<file path="config.mk">
export PLATFORM = sky130hd
export DESIGN_NAME = id_ex_stage_flat
export DESIGN_NICKNAME = d
export VERILOG_FILES = /design/src/rtl/id_ex_stage_if.sv /design/src/rtl/id_ex_stage.sv /design/src/flat_wrapper.sv
export SDC_FILE = /design/constraint.sdc
export NUM_CORES = 1
export LEC_CHECK = 0
export CORE_MARGIN = 2
export CORE_UTILIZATION = 41
export DETAILED_ROUTE_END_ITERATION = 8
export PLACE_DENSITY = 0.87
export SETUP_SLACK_MARGIN = 0.05
export SLEW_MARGIN = 20
export SYNTH_ARGS = -nofsm -noshare
export SYNTH_HDL_FRONTEND = slang
export SYNTH_SLANG_ARGS = --single-unit
</file>
<file path="constraint.sdc">
create_clock -name clk -period 2.3 [get_ports clk]
set_input_delay 0.23 -clock clk [delete_from_list [all_inputs] [get_ports clk]]
set_output_delay 0.23 -clock clk [all_outputs]
set_load 0.005 [all_outputs]
</file>
<file path="src/rtl/id_ex_stage_if.sv">
// id_ex_stage_if: decode-side inputs and execute-side outputs of the ID/EX boundary.
// The master drives the ID fields, flush and hold; the slave (the stage) drives the EX fields and stall_out.
interface id_ex_stage_if #(parameter int DW = 32, parameter int RW = 5);
    logic          id_valid, id_RegWrite, id_MemtoReg, id_MemWrite, id_Branch;
    logic          id_ALUSrc, id_ALUSrc_shamt, id_RegDst;
    logic [3:0]    id_ALUControl;
    logic [DW-1:0] id_rd1, id_rd2, id_imm, id_pc4;
    logic [RW-1:0] id_rs, id_rt, id_rd, id_shamt;
    logic          flush, hold, stall_out;
    logic          ex_valid, ex_RegWrite, ex_MemtoReg, ex_MemWrite, ex_Branch;
    logic          ex_ALUSrc, ex_ALUSrc_shamt;
    logic [3:0]    ex_ALUControl;
    logic [DW-1:0] ex_rd1, ex_rd2, ex_imm, ex_pc4;
    logic [RW-1:0] ex_rs, ex_rt, ex_shamt, ex_wreg;
    modport master (
        output id_valid, id_RegWrite, id_MemtoReg, id_MemWrite, id_Branch, id_ALUSrc,
               id_ALUSrc_shamt, id_RegDst, id_ALUControl, id_rd1, id_rd2, id_imm, id_pc4,
               id_rs, id_rt, id_rd, id_shamt, flush, hold,
        input  stall_out, ex_valid, ex_RegWrite, ex_MemtoReg, ex_MemWrite, ex_Branch,
               ex_ALUSrc, ex_ALUSrc_shamt, ex_ALUControl, ex_rd1, ex_rd2, ex_imm, ex_pc4,
               ex_rs, ex_rt, ex_shamt, ex_wreg
    );
    modport slave (
        input  id_valid, id_RegWrite, id_MemtoReg, id_MemWrite, id_Branch, id_ALUSrc,
               id_ALUSrc_shamt, id_RegDst, id_ALUControl, id_rd1, id_rd2, id_imm, id_pc4,
               id_rs, id_rt, id_rd, id_shamt, flush, hold,
        output stall_out, ex_valid, ex_RegWrite, ex_MemtoReg, ex_MemWrite, ex_Branch,
               ex_ALUSrc, ex_ALUSrc_shamt, ex_ALUControl, ex_rd1, ex_rd2, ex_imm, ex_pc4,
               ex_rs, ex_rt, ex_shamt, ex_wreg
    );
endinterface

</file>
<file path="src/rtl/id_ex_stage.sv">
// id_ex_stage: ID/EX pipeline register with load-use hazard detection, flush and hold.
// Defining IDEX_PERF_COUNT_EN adds the bubble_cnt/flush_cnt performance counters.
module id_ex_stage #(
    parameter int DW = 32,
    parameter int RW = 5
) (
    input  logic        clk,
    input  logic        rst,
`ifdef IDEX_PERF_COUNT_EN
    output logic [31:0] bubble_cnt,
    output logic [31:0] flush_cnt,
`endif
    id_ex_stage_if.slave bus
);
    typedef struct packed {
        logic          valid, reg_write, memto_reg, mem_write, branch, alu_src, alu_src_shamt;
        logic [3:0]    alu_ctl;
        logic [DW-1:0] rd1, rd2, imm, pc4;
        logic [RW-1:0] rs, rt, shamt, wreg;
    } ex_t;

    ex_t  r_ex, w_cap;
    logic w_hz;

    // An invalid ID slot captures as an all-zero bubble, data included.
    always_comb begin
        w_cap = '0;
        if (bus.id_valid)
            w_cap = ex_t'{valid: 1'b1, reg_write: bus.id_RegWrite, memto_reg: bus.id_MemtoReg,
                          mem_write: bus.id_MemWrite, branch: bus.id_Branch,
                          alu_src: bus.id_ALUSrc, alu_src_shamt: bus.id_ALUSrc_shamt,
                          alu_ctl: bus.id_ALUControl, rd1: bus.id_rd1, rd2: bus.id_rd2,
                          imm: bus.id_imm, pc4: bus.id_pc4, rs: bus.id_rs, rt: bus.id_rt,
                          shamt: bus.id_shamt,
                          wreg: bus.id_RegDst ? bus.id_rd : bus.id_rt};
    end

    assign w_hz = bus.id_valid & r_ex.valid & r_ex.memto_reg & r_ex.reg_write & (|r_ex.wreg)
                & ((r_ex.wreg == bus.id_rs) | (r_ex.wreg == bus.id_rt));

    always_ff @(posedge clk) begin
        if (rst || bus.flush || (!bus.hold && w_hz))
            r_ex <= '0;
        else if (!bus.hold)
            r_ex <= w_cap;
    end

`ifdef IDEX_PERF_COUNT_EN
    logic [31:0] r_bubble_cnt, r_flush_cnt;

    // A flush coinciding with a hazard is charged to the flush counter only.
    always_ff @(posedge clk) begin
        if (rst) begin
            r_bubble_cnt <= '0;
            r_flush_cnt  <= '0;
        end else if (bus.flush) begin
            r_flush_cnt  <= r_flush_cnt + 32'd1;
        end else if (!bus.hold && w_hz) begin
            r_bubble_cnt <= r_bubble_cnt + 32'd1;
        end
    end

    assign bubble_cnt = r_bubble_cnt;
    assign flush_cnt  = r_flush_cnt;
`endif

    assign bus.stall_out       = w_hz;
    assign bus.ex_valid        = r_ex.valid;
    assign bus.ex_RegWrite     = r_ex.reg_write;
    assign bus.ex_MemtoReg     = r_ex.memto_reg;
    assign bus.ex_MemWrite     = r_ex.mem_write;
    assign bus.ex_Branch       = r_ex.branch;
    assign bus.ex_ALUSrc       = r_ex.alu_src;
    assign bus.ex_ALUSrc_shamt = r_ex.alu_src_shamt;
    assign bus.ex_ALUControl   = r_ex.alu_ctl;
    assign bus.ex_rd1          = r_ex.rd1;
    assign bus.ex_rd2          = r_ex.rd2;
    assign bus.ex_imm          = r_ex.imm;
    assign bus.ex_pc4          = r_ex.pc4;
    assign bus.ex_rs           = r_ex.rs;
    assign bus.ex_rt           = r_ex.rt;
    assign bus.ex_shamt        = r_ex.shamt;
    assign bus.ex_wreg         = r_ex.wreg;
endmodule

</file>
<file path="src/flat_wrapper.sv">
// flat-port wrapper written by rule: the top's interface ports become plain ports
module id_ex_stage_flat 
#(
    parameter int DW = 32,
    parameter int RW = 5
)
  (clk, rst, bus_id_valid, bus_id_RegWrite, bus_id_MemtoReg, bus_id_MemWrite, bus_id_Branch, bus_id_ALUSrc, bus_id_ALUSrc_shamt, bus_id_RegDst, bus_id_ALUControl, bus_id_rd1, bus_id_rd2, bus_id_imm, bus_id_pc4, bus_id_rs, bus_id_rt, bus_id_rd, bus_id_shamt, bus_flush, bus_hold, bus_stall_out, bus_ex_valid, bus_ex_RegWrite, bus_ex_MemtoReg, bus_ex_MemWrite, bus_ex_Branch, bus_ex_ALUSrc, bus_ex_ALUSrc_shamt, bus_ex_ALUControl, bus_ex_rd1, bus_ex_rd2, bus_ex_imm, bus_ex_pc4, bus_ex_rs, bus_ex_rt, bus_ex_shamt, bus_ex_wreg);
  id_ex_stage_if #(.DW(DW), .RW(RW)) bus_i ();
  input  logic clk;
  input  logic rst;
  input wire logic [$bits(bus_i.id_valid)-1:0] bus_id_valid;
  input wire logic [$bits(bus_i.id_RegWrite)-1:0] bus_id_RegWrite;
  input wire logic [$bits(bus_i.id_MemtoReg)-1:0] bus_id_MemtoReg;
  input wire logic [$bits(bus_i.id_MemWrite)-1:0] bus_id_MemWrite;
  input wire logic [$bits(bus_i.id_Branch)-1:0] bus_id_Branch;
  input wire logic [$bits(bus_i.id_ALUSrc)-1:0] bus_id_ALUSrc;
  input wire logic [$bits(bus_i.id_ALUSrc_shamt)-1:0] bus_id_ALUSrc_shamt;
  input wire logic [$bits(bus_i.id_RegDst)-1:0] bus_id_RegDst;
  input wire logic [$bits(bus_i.id_ALUControl)-1:0] bus_id_ALUControl;
  input wire logic [$bits(bus_i.id_rd1)-1:0] bus_id_rd1;
  input wire logic [$bits(bus_i.id_rd2)-1:0] bus_id_rd2;
  input wire logic [$bits(bus_i.id_imm)-1:0] bus_id_imm;
  input wire logic [$bits(bus_i.id_pc4)-1:0] bus_id_pc4;
  input wire logic [$bits(bus_i.id_rs)-1:0] bus_id_rs;
  input wire logic [$bits(bus_i.id_rt)-1:0] bus_id_rt;
  input wire logic [$bits(bus_i.id_rd)-1:0] bus_id_rd;
  input wire logic [$bits(bus_i.id_shamt)-1:0] bus_id_shamt;
  input wire logic [$bits(bus_i.flush)-1:0] bus_flush;
  input wire logic [$bits(bus_i.hold)-1:0] bus_hold;
  output wire logic [$bits(bus_i.stall_out)-1:0] bus_stall_out;
  output wire logic [$bits(bus_i.ex_valid)-1:0] bus_ex_valid;
  output wire logic [$bits(bus_i.ex_RegWrite)-1:0] bus_ex_RegWrite;
  output wire logic [$bits(bus_i.ex_MemtoReg)-1:0] bus_ex_MemtoReg;
  output wire logic [$bits(bus_i.ex_MemWrite)-1:0] bus_ex_MemWrite;
  output wire logic [$bits(bus_i.ex_Branch)-1:0] bus_ex_Branch;
  output wire logic [$bits(bus_i.ex_ALUSrc)-1:0] bus_ex_ALUSrc;
  output wire logic [$bits(bus_i.ex_ALUSrc_shamt)-1:0] bus_ex_ALUSrc_shamt;
  output wire logic [$bits(bus_i.ex_ALUControl)-1:0] bus_ex_ALUControl;
  output wire logic [$bits(bus_i.ex_rd1)-1:0] bus_ex_rd1;
  output wire logic [$bits(bus_i.ex_rd2)-1:0] bus_ex_rd2;
  output wire logic [$bits(bus_i.ex_imm)-1:0] bus_ex_imm;
  output wire logic [$bits(bus_i.ex_pc4)-1:0] bus_ex_pc4;
  output wire logic [$bits(bus_i.ex_rs)-1:0] bus_ex_rs;
  output wire logic [$bits(bus_i.ex_rt)-1:0] bus_ex_rt;
  output wire logic [$bits(bus_i.ex_shamt)-1:0] bus_ex_shamt;
  output wire logic [$bits(bus_i.ex_wreg)-1:0] bus_ex_wreg;
  assign bus_i.id_valid = bus_id_valid;
  assign bus_i.id_RegWrite = bus_id_RegWrite;
  assign bus_i.id_MemtoReg = bus_id_MemtoReg;
  assign bus_i.id_MemWrite = bus_id_MemWrite;
  assign bus_i.id_Branch = bus_id_Branch;
  assign bus_i.id_ALUSrc = bus_id_ALUSrc;
  assign bus_i.id_ALUSrc_shamt = bus_id_ALUSrc_shamt;
  assign bus_i.id_RegDst = bus_id_RegDst;
  assign bus_i.id_ALUControl = bus_id_ALUControl;
  assign bus_i.id_rd1 = bus_id_rd1;
  assign bus_i.id_rd2 = bus_id_rd2;
  assign bus_i.id_imm = bus_id_imm;
  assign bus_i.id_pc4 = bus_id_pc4;
  assign bus_i.id_rs = bus_id_rs;
  assign bus_i.id_rt = bus_id_rt;
  assign bus_i.id_rd = bus_id_rd;
  assign bus_i.id_shamt = bus_id_shamt;
  assign bus_i.flush = bus_flush;
  assign bus_i.hold = bus_hold;
  assign bus_stall_out = bus_i.stall_out;
  assign bus_ex_valid = bus_i.ex_valid;
  assign bus_ex_RegWrite = bus_i.ex_RegWrite;
  assign bus_ex_MemtoReg = bus_i.ex_MemtoReg;
  assign bus_ex_MemWrite = bus_i.ex_MemWrite;
  assign bus_ex_Branch = bus_i.ex_Branch;
  assign bus_ex_ALUSrc = bus_i.ex_ALUSrc;
  assign bus_ex_ALUSrc_shamt = bus_i.ex_ALUSrc_shamt;
  assign bus_ex_ALUControl = bus_i.ex_ALUControl;
  assign bus_ex_rd1 = bus_i.ex_rd1;
  assign bus_ex_rd2 = bus_i.ex_rd2;
  assign bus_ex_imm = bus_i.ex_imm;
  assign bus_ex_pc4 = bus_i.ex_pc4;
  assign bus_ex_rs = bus_i.ex_rs;
  assign bus_ex_rt = bus_i.ex_rt;
  assign bus_ex_shamt = bus_i.ex_shamt;
  assign bus_ex_wreg = bus_i.ex_wreg;
  id_ex_stage #(.DW(DW), .RW(RW)) u_core (.clk(clk), .rst(rst), .bus(bus_i));
endmodule
</file>
==> results of run 1 <==
[path summary, 6_finish.rpt]
kind,startpoint,endpoint,slack [ns],cells past startpoint
worst max-delay path,u_core.bus.ex_wreg[1]$_SDFFE_PP0N_,bus_stall_out,0.23,4
worst min-delay path,bus_id_rd2[12],u_core.bus.ex_rd2[12]$_SDFFE_PP0N_,0.39,3
worst max register to register,u_core.bus.ex_wreg[1]$_SDFFE_PP0N_,u_core.bus.ex_imm[17]$_SDFFE_PP0N_,0.25,6
worst min register to register,u_core.bus.ex_rd1[12]$_SDFFE_PP0N_,u_core.bus.ex_rd1[12]$_SDFFE_PP0N_,0.47,2
[where the power goes]
part           switching, W  internal [W]  leakage (nW)
Clock               0.00112       0.00146         0.253
Combinational      0.000320      0.000526          1.88
Sequential        0.0000624       0.00286          1.30
[per-layer routing]
metal	vias to the layer above	global-route usage, %	share of wire, %	routed length, um
li1	3395	-	-	-
met5	-	0	0	0
met2	321	38.4	48	10400
met4	0	10.3	2.7	601
met1	3353	28.1	39	8660
met3	44	9.47	10	2260
[logic make-up (layout without fill, tap and decap cells)]
family	count (synthesis)	in the layout	synth area share, %
AO/OA/AOI/OAI	325	325	33.9
AND/OR/NAND/NOR	163	163	9.89
flip-flops	159	159	48.7
buffers and inverters	87	371	5.32
XOR/XNOR	10	10	1.34
multiplexers	5	5	0.861
[cell type report]
type	instances	share of cell area [%]
clock inverters	12	0.938
flip-flops and latches	159	30.3
well taps	216	2.56
clock buffers	18	4.07
repair buffers	341	33.1
multi-input cells	503	29.0
[worst register-to-register path, stage by stage, from the launching register on]
cell     delay, ns
dfxtp_4       0.37
or4_4         0.55
o21ai_4       0.19
buf_4         0.17
buf_12        0.31
a32oi_1       0.27
o21ai_0       0.12
[timing repair]
action                                  in CTS  in global routing
resized for setup                           10                  0
endpoints found under the setup margin       1                  0
setup buffers                                2                  0
[flip-flops by register name (all words and copies together), names as in the netlist, 4 cells and up]
name,count
u_core.bus.ex_rd2,32
u_core.bus.ex_ALUControl,4
u_core.bus.ex_pc4,32
u_core.bus.ex_imm,32
u_core.bus.ex_rd1,32
u_core.bus.ex_wreg,5
u_core.bus.ex_shamt,5
u_core.bus.ex_rs,5
u_core.bus.ex_rt,5
[Yosys cell counts (all sizes together)]
master  number
buf         16
and4         1
or4          1
nand3        2
or4b         1
o21ai      155
a21oi       10
nand2      155
o22ai        1
nor4b        1
clkbuf      71
dfxtp      159
a22oi        6
xnor2       10
nor3b        1
a32oi      153
nor2b        1
mux2         5
[per-stage QoR]
step | instances | instance area, um2 | setup slack (ns) | util, %
floorplan | 749 | 6540 | 0.493 | -
global placement | 1217 | 9980 | 0.142 | 63.5
detailed placement | 1217 | 9980 | 0.0530 | 63.5
CTS | 1249 | 10500 | 0.219 | 67.1
global route | 1249 | 10500 | 0.169 | 67.1
finish | 1249 | 10500 | 0.227 | 67.1
==> metrics.md, run 1 <==
| Metric | Value |
|---|---|
| Crit path required time | 2.07 ns |
| Number of diodes | 0 |
| Most common cell after layout, fill and taps aside | clkdlybuf4s50_1 |
| Seq/Total Area, Yosys | 48.7% |
| 1st-pass router iterations | 5 |
| TritonCTS Buffers | 17 |
| Horizontal die dimension | 130 um |
| Clock tree from TritonCTS | built |
| Placeable core region | 0.0157 mm2 |
| Area growth from synthesis to final layout | 61.1% |
| Tot GR Track Use | 23.8% |
| Total of buffers placed on input and output ports | 323 |
| Syn nets | 913 |
| Class of the tightest hold or removal check | input pin to flop |
| Vias in the first global route | 6384 |
| Fraction of layout cells with a size suffix above 1 | 6.20% |
| Worst path bufs/invs | 1 |
| Num Clock Sinks | 159 |
| Count of nets left with antenna violations after detail routing | 0 |
| Largest delay contributor family on the critical path | simple AND/OR/NAND/NOR gates |
| Delay contributed by the slowest stage of the critical path | 0.55 ns |
| Synth area leaders | dfxtp_1 49%, a32oi_1 20%, o21ai_0 9.9% |
| Worst Setup Path Type | flop to output port |
| Filler Cell Count | 1229 |
| Capturing element type of the critical path | output port |
| Footprint of the multi-input gates | 0.00306 mm2 |
| Period utilization | 90.1% |
| Clk_lat worst skew | 0.42 ns |
| Peak supply drop | 0.000443 V |
| Netlist Area Pre-Place | 0.00654 mm2 |
| Global-route wire length before repair | 32200 um |
| Clock root buffer | clkbuf_16 |
| Max Root-Sink Buffers | 2 |
| Setup clock skew after layout | 0.0119 ns |
| Total negative setup slack | 0 ns |
| Achievable frequency | 482 MHz |
| Number of storage elements in the synthesis netlist | 159 |
| Final count of negative-setup-slack endpoints | 0 |
| Result of the run | finished, final reports clean |
| Quantity of hold-fixing buffers added after cts | 0 |
| Arrival @ worst endpoint | 1.84 ns |
| Number of hold-slack violations in the final timing report | 0 |
| Initial DRC Count | 456 |
| H-tree level count | 4 |
| Global placer's final weighted congestion | 0.811 |
| Site row count | 46 |
| Remaining design rule violation count | 0 |
| Number of instances in the synthesized netlist | 749 |
| Lkg Pwr | 3.43 nW |
| Final-report max-slew violation count | 0 |
| Power density cells | 603 mW/mm2 |
| Post-synthesis area per instance | 8.74 um2 |
| Setup repair after global routing missed its margin | no |
| Die Y | 130 um |
| Sum of net half-perimeters after detailed placement | 14300 um |
| Total Power Consumption | 0.00636 W |
| Share of Yosys cell area claimed by the top area cell type | 48.7% |
| Final net count | 1186 |
| Initial core utilization | 41.6% |
| Setup crit start kind | flop |
| Overflow after GRT | 0 |
| Worst-path fanout max | 6 |
| Count of different cell masters after synthesis | 23 |
| I/O pin total | 324 |
| Actual transition at the worst max-transition pin | 0.655 ns |
| Worst slew margin relative to its limit | 56.3% |
| Total die area | 0.0170 mm2 |
| Yosys warning total | 0 |
| Number of antenna violations at the first check in global routing | 0 |
| Drt wl/cell | 17.6 um |
| Reg area | 0.00319 mm2 |
| Leading area contributor after synthesis | dfxtp_1 |
| Max-Cap Viols | 0 |
| Commonest cells after routing, fill and taps aside | 322 x clkdlybuf4s50_1, 155 x nand2_1, 154 x dfxtp_1 |
| Critical Path, Cell by Cell | or4_4, o21ai_4, nor2b_1, dlygate4sd2_1 |
| Routed via count | 7113 |
| Vias per std cell | 5.69 |
| Final wirelength | 22000 um |
| Standard cell with the maximum stage delay on the critical path | or4_4 |
| Shortest clock period the worst path allows after layout | 2.07 ns |
| Largest net degree at the start of global routing | 160 |
| Clock slew seen by the registers of the worst setup and hold paths | 0.06 ns |
| Worst hold margin | 0.389 ns |
(Power assumes the default switching activity.)
==> run 2, diff against run 1 <==
- REMOVE_ABC_BUFFERS: unset -> 1
==> run 2 against run 1 <==
Core utilization increased by 0.82 points; die area unchanged; critical path depth unchanged; clock power increased by 9.7%; count of clock-buffer cells in the layout increased by 2; first-iteration DRC count increased by 14%; register-to-register slack improved by 0.07 ns; cell count increased by 0.72%; via count about the same; global-route usage increased by 0.73 points; critical endpoint unchanged.
==> metrics.md, run 2 (synthesis results as in run 1) <==
| Metric | Value |
|---|---|
| Capturing element type of the critical path | output port |
| Clock slew seen by the registers of the worst setup and hold paths | 0.06 ns |
| Routed via count | 7106 |
| H-tree level count | 4 |
| Count of nets left with antenna violations after detail routing | 0 |
| Achievable frequency | 490 MHz |
| Die Y | 130 um |
| Overflow after GRT | 0 |
| Most common cell after layout, fill and taps aside | clkdlybuf4s50_1 |
| Num Clock Sinks | 159 |
| Vias per std cell | 5.65 |
| Drt wl/cell | 17.5 um |
| Number of diodes | 0 |
| Setup clock skew after layout | 0.0104 ns |
| Initial core utilization | 41.6% |
| Worst Setup Path Type | flop to output port |
| Global-route wire length before repair | 33300 um |
| Period utilization | 88.8% |
| Relative contribution of combinational cells to total power | 12.9% |
| Post-route core utilization | 67.9% |
| Switching power summed over all nets | 0.00149 W |
| 1st-pass router iterations | 5 |
| Final wirelength | 22000 um |
| I/O pin total | 324 |
| Shortest clock period the worst path allows after layout | 2.04 ns |
| Final non-filler cell area | 0.0107 mm2 |
| TritonCTS Buffers | 17 |
| Worst-path fanout max | 6 |
| Critical Path, Cell by Cell | or4_4, o21ai_4, nor2b_2, dlygate4sd2_1 |
| Vias in the first global route | 6501 |
| Final count of negative-setup-slack endpoints | 0 |
| Largest net degree at the start of global routing | 83 |
| Total of buffers placed on input and output ports | 323 |
| Result of the run | finished, final reports clean |
| Total Power Consumption | 0.00662 W |
| Path depth of the worst reg2reg path | 6 |
| Total negative setup slack | 0 ns |
| Critical R2R Capture | u_core.bus.ex_imm[29]$_SDFFE_PP0N_ |
| Site row count | 46 |
| Clk pwr share | 42.8% |
| Max Root-Sink Buffers | 2 |
| Setup crit start kind | flop |
| Power density cells | 620 mW/mm2 |
| Number of antenna violations at the first check in global routing | 0 |
| Worst hold margin | 0.394 ns |
| Max-Cap Viols | 0 |
| Number of cells on the worst hold path | 3 |
| Global placer's final weighted congestion | 0.812 |
| Clock root buffer | clkbuf_16 |
| Initial DRC Count | 519 |
| Placeable core region | 0.0157 mm2 |
| Setup repair after global routing missed its margin | no |
| Peak supply drop | 0.000425 V |
| Clk_lat worst skew | 0.41 ns |
| Crit path required time | 2.07 ns |
| Final-report max-slew violation count | 0 |
| Class of the tightest hold or removal check | input pin to flop |
| Worst slew margin relative to its limit | 74.8% |
| Buffers inserted by post-CTS timing repair | 0 |
| Clock tree from TritonCTS | built |
| Hold wc startpoint | bus_id_pc4[14] |
| Tot GR Track Use | 24.5% |
| Share of power burned in registers | 44.3% |
| Sw Share | 22.6% |
| Remaining design rule violation count | 0 |
| Total die area | 0.0170 mm2 |
| Arrival @ worst endpoint | 1.81 ns |
| Launch point of the worst reg-to-reg path | u_core.bus.ex_wreg[1]$_SDFFE_PP0N_ |
| Fraction of layout cells with a size suffix above 1 | 6.81% |
| Actual transition at the worst max-transition pin | 0.377 ns |
| Standard cell with the maximum stage delay on the critical path | or4_4 |
| Sink of the worst hold path | u_core.bus.ex_pc4[14]$_SDFFE_PP0N_ |
| Lkg Pwr | 3.51 nW |
| Filler Cell Count | 1186 |
| Number of hold-slack violations in the final timing report | 0 |
| Register-to-register setup slack | 0.32 ns |
| Internal Dissipation | 0.00512 W |
| Commonest cells after routing, fill and taps aside | 322 x clkdlybuf4s50_1, 155 x nand2_1, 155 x dfxtp_1 |
| Area growth from synthesis to final layout | 63.1% |
| Sum of net half-perimeters after detailed placement | 14800 um |
| Final net count | 1195 |
| Delay contributed by the slowest stage of the critical path | 0.55 ns |
| Horizontal die dimension | 130 um |
| DP Area | 0.0101 mm2 |
[run 2: through the flow]
step | std cells | worst slack, ns
global placement | 1228 | 0.0734
floorplan | 662 | -11.38
CTS | 1258 | 0.222
finish | 1258 | 0.258
global route | 1258 | 0.199
detailed placement | 1228 | 0.0923
[run 2: repair_timing]
| item | in CTS | in global routing |
|---|---|---|
| endpoints found under the setup margin | 1 | 0 |
| resized for setup | 8 | 0 |
| hold buffers | 0 | 0 |
[run 2: worst max-delay path by stage]
stage	startpoint	end	depth (start not counted)	slack (ns)
2_1_floorplan	bus_flush	u_core.bus.ex_imm[23]$_SDFFE_PP0N_	3	-11.38
3_3_place_gp	bus_id_rt[0]	bus_stall_out	6	0.07
3_5_place_dp	bus_id_rt[0]	bus_stall_out	6	0.09
4_1_cts	u_core.bus.ex_wreg[1]$_SDFFE_PP0N_	bus_stall_out	4	0.22
5_1_grt	u_core.bus.ex_wreg[1]$_SDFFE_PP0N_	bus_stall_out	4	0.20
6_report	u_core.bus.ex_wreg[1]$_SDFFE_PP0N_	bus_stall_out	4	0.26
[run 2: area by class of cell]
type | instances | area, um2 | share of cell area [%]
clock inverter | 10 | 139 | 1.30
multi-input combinational | 503 | 3050 | 28.6
clock buffer | 20 | 447 | 4.19
timing repair buffer | 350 | 3570 | 33.5
tap | 216 | 270 | 2.53
sequential | 159 | 3190 | 29.9
[run 2: layer usage]
metal	part of all wire, %	global-route usage (%)	vias to the layer above
met4	3.0	11.8	0
met2	48	39.1	304
met3	9.4	8.49	44
li1	-	-	3417
met1	39	29.6	3341
met5	0	0	-
[run 2: worst max-delay path, delay by kind of cell (launching register included)]
| family | cells | cell delay (ns) |
|---|---|---|
| and+or+nand+nor | 2 | 0.62 |
| DFF | 1 | 0.36 |
| buffers and inverters | 1 | 0.28 |
| AOI/OAI and AO/OA | 1 | 0.15 |
[run 2: power groups by stage]
| stage | combinational (W) | sequential (W) | clock [W] |
|---|---|---|---|
| after global routing | 0.000916 | 0.00294 | 0.00301 |
| after floorplan | 0.000232 | 0.00299 | 0 |
| final | 0.000854 | 0.00293 | 0.00283 |
| after detailed placement | 0.000848 | 0.00299 | 0 |
| after CTS | 0.000854 | 0.00293 | 0.00288 |
| after global placement | 0.000831 | 0.00298 | 0 |
